<file path="src/rtl/coef_loader.sv">
// -----------------------------------------------------------------------------
// coef_loader
//
// Streams a block of filter coefficients from a valid/ready source into a
// single-port coefficient memory with active-low strobes. A load is launched
// by a one-cycle start pulse in IDLE, which captures the first write address
// and the word count. Values above 2**AW are clamped to 2**AW. Write
// addresses wrap modulo 2**AW. One memory write is issued per accepted word,
// so back-to-back transfers sustain one write per cycle.
//
// Optional feature (macro COEF_CHECKSUM_EN): adds output 'checksum', which is
// the running sum modulo 2**DW of the words accepted in the current load. It
// is cleared at start and at reset.
//
// Ports
//   clk       : clock; all state changes on the rising edge
//   rst       : asynchronous active-high reset
//   start     : one-cycle load request; honoured only in IDLE
//   base_addr : first write address, captured at start
//   num_taps  : number of words to load (0..2**AW), captured at start
//   abort     : terminates an active load; no done pulse is issued
//   s_valid   : upstream word valid
//   s_data    : upstream word
//   s_ready   : registered; high exactly while loading
//   mem_D     : memory write data
//   mem_A     : memory write address
//   mem_WEN   : memory write enable, active-low
//   mem_CEN   : memory chip enable, active-low
//   busy      : high while loading
//   done      : one-cycle pulse on completion of a load
//   checksum  : running word sum (only with COEF_CHECKSUM_EN)
// -----------------------------------------------------------------------------
module coef_loader #(
    parameter int DW = 16,
    parameter int AW = 6
) (
    input  logic          clk,
    input  logic          rst,
    input  logic          start,
    input  logic [AW-1:0] base_addr,
    input  logic [AW:0]   num_taps,
    input  logic          abort,
    input  logic          s_valid,
    input  logic [DW-1:0] s_data,
    output logic          s_ready,
    output logic [DW-1:0] mem_D,
    output logic [AW-1:0] mem_A,
    output logic          mem_WEN,
    output logic          mem_CEN,
    output logic          busy,
    output logic          done
`ifdef COEF_CHECKSUM_EN
    ,
    output logic [DW-1:0] checksum
`endif
);

    localparam logic [AW:0] MAX_TAPS = (AW+1)'(2**AW);
    localparam logic [AW:0] ONE      = (AW+1)'(1);

    typedef enum logic [1:0] {
        IDLE = 2'd0,
        LOAD = 2'd1,
        DONE = 2'd2
    } state_t;

    state_t        state_reg, state_next;
    logic [AW-1:0] base_reg;
    logic [AW:0]   taps_reg;
    logic [AW:0]   index_reg;
    logic [AW:0]   taps_clamped;
    logic          launch;
    logic          xfer;
    logic          last;

    assign taps_clamped = (num_taps > MAX_TAPS) ? MAX_TAPS : num_taps;
    assign launch       = (state_reg == IDLE) && start;
    // A word offered in the abort cycle is dropped, so abort gates the transfer.
    assign xfer         = (state_reg == LOAD) && s_ready && s_valid && !abort;
    assign last         = (index_reg + ONE) == taps_reg;

    // Next-state logic
    always_comb begin
        state_next = state_reg;
        case (state_reg)
            IDLE: begin
                if (start) begin
                    state_next = (taps_clamped == '0) ? DONE : LOAD;
                end
            end
            LOAD: begin
                if (abort) begin
                    state_next = IDLE;
                end else if (xfer && last) begin
                    state_next = DONE;
                end
            end
            DONE:    state_next = IDLE;
            default: state_next = IDLE;
        endcase
    end

    // State register and registered outputs. s_ready and busy are derived from
    // the next state so that they track the state register exactly.
    always_ff @(posedge clk or posedge rst) begin
        if (rst) begin
            state_reg <= IDLE;
            s_ready   <= 1'b0;
            busy      <= 1'b0;
            done      <= 1'b0;
            mem_WEN   <= 1'b1;
            mem_CEN   <= 1'b1;
            mem_A     <= '0;
            mem_D     <= '0;
            index_reg <= '0;
            base_reg  <= '0;
            taps_reg  <= '0;
        end else begin
            state_reg <= state_next;
            s_ready   <= (state_next == LOAD);
            busy      <= (state_next == LOAD);
            // done trails the DONE state by one cycle, so it appears the
            // cycle after the final write becomes visible.
            done      <= (state_reg == DONE);
            mem_WEN   <= !xfer;
            mem_CEN   <= !xfer;
            if (launch) begin
                base_reg  <= base_addr;
                taps_reg  <= taps_clamped;
                index_reg <= '0;
            end else if (xfer) begin
                index_reg <= index_reg + ONE;
            end
            if (xfer) begin
                mem_D <= s_data;
                // The sum is truncated to AW bits, which gives the address wrap.
                mem_A <= base_reg + index_reg[AW-1:0];
            end
        end
    end

`ifdef COEF_CHECKSUM_EN
    logic [DW-1:0] sum_reg;

    always_ff @(posedge clk or posedge rst) begin
        if (rst) begin
            sum_reg <= '0;
        end else if (launch) begin
            sum_reg <= '0;
        end else if (xfer) begin
            sum_reg <= sum_reg + s_data;
        end
    end

    assign checksum = sum_reg;
`endif

endmodule

</file>
<file path="config.mk">
export PLATFORM = sky130hd
export DESIGN_NAME = coef_loader
export DESIGN_NICKNAME = d
export VERILOG_FILES = /design/src/rtl/coef_loader.sv
export SDC_FILE = /design/constraint.sdc
export NUM_CORES = 1
export LEC_CHECK = 0
export ABC_CLOCK_PERIOD_IN_PS = 1900
export CAP_MARGIN = 25
export CORE_ASPECT_RATIO = 1.1
export CORE_MARGIN = 3
export CORE_UTILIZATION = 48
export CTS_CLUSTER_DIAMETER = 40
export DETAILED_ROUTE_END_ITERATION = 8
export MAX_ROUTING_LAYER = met4
export PLACE_DENSITY = 0.8
export SLEW_MARGIN = 20
export SYNTH_ARGS = -nofsm -noshare
export SYNTH_HDL_FRONTEND = slang
export SYNTH_SLANG_ARGS = --single-unit
</file>
<file path="constraint.sdc">
create_clock -name clk -period 1.9 [get_ports clk]
set_input_delay 0.285 -clock clk [delete_from_list [all_inputs] [get_ports clk]]
set_output_delay 0.285 -clock clk [all_outputs]
set_load 0.01 [all_outputs]
</file>
; Yosys cells after proc, flatten, opt, wreduce, memory -nomap -nowiden
; Cells that the tools add are included.
; W data, S select, Z words.
[word_totals]
reg_bits = 47
in_bits = 34
word_cells = 34
[op_classes]
addsub = 2
n_lt_le_gt_ge = 1
eq_ne = 4
mux = 8
n_reduce_logical = 10
[op_table]
columns = operator, n
row1 = $mux W7, 3
row2 = $mux W2, 4
row3 = $add A7 B1 Y7 const B, 1
row4 = $eq A7 B7 Y1, 1
row5 = $gt A7 B7 Y1 const B, 1
row6 = $logic_not A7 Y1, 1
row7 = $add A6 B6 Y6, 1
row8 = $logic_and A1 B1 Y1, 5
row9 = $eq A2 B1 Y1 const B, 2
row10 = $pmux W2 S2, 1
row11 = $eq A2 B2 Y1 const B, 1
row12 = $logic_not A1 Y1, 2
row13 = $logic_not A2 Y1, 1
row14 = $reduce_bool A2 Y1, 1

; Longest topological paths before layout
[depth]
ltp_word = 9
ltp_mapped = 8
depth_no_buf = 8

; Least setup slack after synthesis
; OpenSTA, ideal clock, no wires.
[synth_timing]
kind = reg2reg
from = register index_reg[0]
to = register busy
arrival_time_ns = 1.637
t_required_ns = 1.779
slack_ns = 0.142
stages_incl_launch_ff = 7
period_less_slack_ns = 1.758
path_cell_list = dfrtp_1 -> ha_1 -> nand2b_1 -> or2_2 -> a311oi_1 -> o2111ai_1 -> a22o_1
[synth_via]
elab_chain_cells = 7
[synth_lines]
columns = element, line
row1 = "start, declared", 70  ; logic [AW:0] index_reg;
row2 = "start signal, assigned", 132  ; index_reg <= index_reg + ONE;
row3 = $add A7 B1 Y7, 80  ; assign last = (index_reg + ONE) == taps_reg;
row4 = $eq A7 B7 Y1, 80
row5 = $logic_and A1 B1 Y1, 94  ; end else if (xfer && last) begin
row6 = $mux W2, 94
row7 = $mux W2, 92  ; if (abort) begin
row8 = $pmux W2 S2, 85  ; case (state_reg)
row9 = $eq A2 B1 Y1, 121  ; busy <= (state_next == LOAD);
row10 = "end signal, assigned", 121
row11 = "end, declared", 50  ; output logic busy,
; Every way passes these cells.
; A chain may end at the register's enable or synchronous reset.

; Final worst setup path
[layout_timing]
from = register index_reg[1]
to = register mem_A[5]
[layout_via]
elab_chain_cells = 1
[layout_lines]
columns = element, line
row1 = $add A6 B6 Y6, 137  ; mem_A <= base_reg + index_reg[AW-1:0];
row2 = "end signal, assigned", 137
row3 = "end, declared", 47  ; output logic [AW-1:0] mem_A,
; Every way passes these cells.

==> summary.md <==
| Metric | Value |
|---|---|
| Clk_lat worst skew | `0.30 ns` |
| Mapped Area | `0.00221 mm²` |
| Power per cell area | `1070 mW/mm²` |
| Endpoint class of the critical path | `flop` |
| Buffers on Ports | `60` |
| Max reg flops | `16` |
| Most frequent cell after synthesis | `nand2_1` |
| Wire per inst | `13.9 µm` |
| CP max-delay cell | `dfrtp_1` |
| Antenna-violating nets left | `0` |
| Worst slew margin relative to its limit | `73.1%` |
| RePlAce Congestion | `0.867` |
| Endpoints failing setup | `0` |
| Outcome | `finished, final reports clean` |
| Main synth FF type | `dfrtp_1` |
| CP delay by family, top | `compound AO/OA/AOI/OAI gates` |
| Core area | `0.00438 mm²` |
| Post-DP HPWL | `3560 µm` |
| Initial Util | `50.4%` |
| Most frequent cells after synthesis | `88 x nand2_1, 46 x dfrtp_1, 23 x o21ai_0` |
| Gate Count Post-Synth | `240` |
| Post-layout util | `69.1%` |
| Core Rows | `25` |
| Via count | `1,832` |
| Hold buffer count at CTS | `0` |
| Worst-path cell chain | `buf_4 > ha_1 > a211oi_1 > o21bai_1 > a21oi_1 > xnor2_1 > o21ai_0` |
| Post-synth ARST share | `100%` |
| Largest net degree at the start of global routing | `36` |
| Layout cell share with drive strength beyond 1 | `8.52%` |
| Num CTS Buffers | `5` |
| Internal portion of total power | `2.28 mW` |
| Hold WC Path Type | `input pin to asynchronous set/reset pin` |
| Max VDD drop | `549 µV` |
| Hold Vio Cnt, Final | `0` |
| Clock share of power | `22.5%` |
| Root buffer cell | `clkbuf_8` |
| Synth area leader | `dfrtp_1` |
| GR Overflow Total | `0` |
| Combinational share of power | `34.0%` |
| Vias per cell | `5.10` |
| DRT iter0 DRCs | `85` |
| Final worst path period need | `1.87 ns` |
| Yosys warnings | `0` |
| Nets | `345` |
| TritonCTS clock tree | `done` |
| CP required | `2.07 ns` |
| CP bufs+invs | `1` |
| RR Startpoint | `index_reg[1]` |
| Area share of the leading cell type in the synthesized netlist | `52.1%` |
| Synth Net Count | `281` |
| CP Max Fanout | `4` |
| Synth cell types | `32` |
| Standby leakage power | `1.43 nW` |
| Post-route DRC | `0` |
| Slew @ Worst Pin | `0.404 ns` |
| CTS Buffer Depth | `2` |
| Sw Ratio | `30.0%` |
| Worst setup path start | `index_reg[1]` |
| Layout area overhead | `37.0%` |
| Sink Count | `47` |
| Post-synth EDFFs | `0` |
| Synth area leaders | `dfrtp_1 52%, nand2_1 15%, o21ai_0 5.2%` |
| CP startpoint kind | `flop` |
| Total track usage | `20.3%` |
| Worst-path clk slew | `0.09 ns` |
| Reg2Reg Depth | `7` |
| Register area share after synthesis | `53.3%` |
| Max-cap violations | `0` |
| Switching power | `0.976 mW` |
| Die height | `77.1 µm` |
| 1st-pass router iterations | `4` |
| Die Width | `70.7 µm` |
| Max Freq | `0.534 GHz` |
| Vias in the first global route | `1,848` |
| Worst Setup Path Type | `flop to flop` |
| IO Count | `61` |
| Inst Count DP | `351` |
| Data arrival time of the critical path | `2.04 ns` |
| H-tree Lvls | `2` |
| Non-filler cells, final | `359` |
| Tcrit/Tclk final | `98.5%` |
| #FFs+latches synth | `47` |
| Initial antenna violation count | `0` |
| Fin. max-slew vios | `0` |
| End of the critical path | `mem_A[5]` |
| Total Die Area | `0.00545 mm²` |
| Flop pwr share | `43.5%` |
| Global-route wire length before repair | `8540 µm` |
| Worst reg-to-reg setup slack | `0.03 ns` |
| Crit path depth | `7` |
| Mapped Avg Cell Area | `9.20 µm²` |
| Ant. Diodes | `0` |
| Reg2reg end | `mem_A[5]` |
| Post-Route WL | `4980 µm` |
| CP peak stage delay | `0.39 ns` |
| Clk_skew | `0.00651 ns` |
## what timing repair did
action                     in CTS  in global routing
resized for setup               0                  5
setup buffers                   0                  0
setup endpoints to repair       0                  3
## layout by cell type (no fill, tap or decap), types with 4 or more instances in the layout
master,n
nand2_1,88
clkdlybuf4s50_1,60
dfrtp_1,46
o21ai_0,23
nand2b_1,8
xor2_1,7
xnor2_1,7
buf_4,7
nor2_1,5
clkbuf_8,5
and3_1,4
inv_1,4
nand3_1,4
ha_1,4
## logic make-up after synthesis
logic type / after synthesis / synth area share, %
xor+xnor: 15 / 5.95
simple gates: 117 / 22.9
buf+inv: 17 / 3.68
compound gates: 37 / 9.86
flops: 47 / 53.3
fa+ha+maj: 7 / 4.31
## worst min path at each step
stage / from / depth (start not counted) / endpoint / slack (ns)
5_1_grt: rst / 2 / mem_D[15] / 0.32
3_5_place_dp: state_reg[0] / 1 / done / 0.45
3_3_place_gp: state_reg[0] / 1 / done / 0.44
4_1_cts: rst / 2 / mem_D[15] / 0.29
6_report: rst / 2 / mem_D[15] / 0.28
2_1_floorplan: base_addr[0] / 2 / base_reg[0] / 0.39
## power by group through the flow
stage / clock network, mW / logic (mW) / registers, mW
floorplan: 0 / 0.383 / 1.53
global placement: 0 / 1.07 / 1.43
detailed placement: 0 / 1.10 / 1.44
CTS: 0.732 / 1.11 / 1.42
global route: 0.780 / 1.21 / 1.46
finish: 0.731 / 1.10 / 1.42
## metal layers
layer,vias up,wire (µm),track usage (%)
met4,0,127,9.59
met3,11,210,2.75
met5,-,0,-
met2,52,2520,33.0
li1,910,-,-
met1,859,2130,25.2
## final cells by class
type	count	area (µm²)
fillers	363	1350
inverters	6	25.0
clock buffers	6	72.6
multi-input cells	176	972
well taps	54	67.6
flip-flops and latches	47	1180
clock inverters	2	37.5
repair buffers	68	673
## metrics by stage
| step | setup slack (ns) | cell area [µm²] | power, mW | TNS (ns) | hold WS [ns] |
|---|---|---|---|---|---|
| global route | -0.0569 | 3030 | 3.45 | -0.0569 | 0.318 |
| detailed placement | -0.131 | 2890 | 2.53 | -0.345 | 0.447 |
| global placement | -0.0547 | 2890 | 2.49 | -0.112 | 0.438 |
| CTS | 0.000656 | 3000 | 3.25 | 0 | 0.287 |
| floorplan | 0.142 | 2210 | 1.91 | 0 | 0.390 |
| finish | 0.0288 | 3030 | 3.25 | 0 | 0.276 |
(Power assumes the default switching activity.)
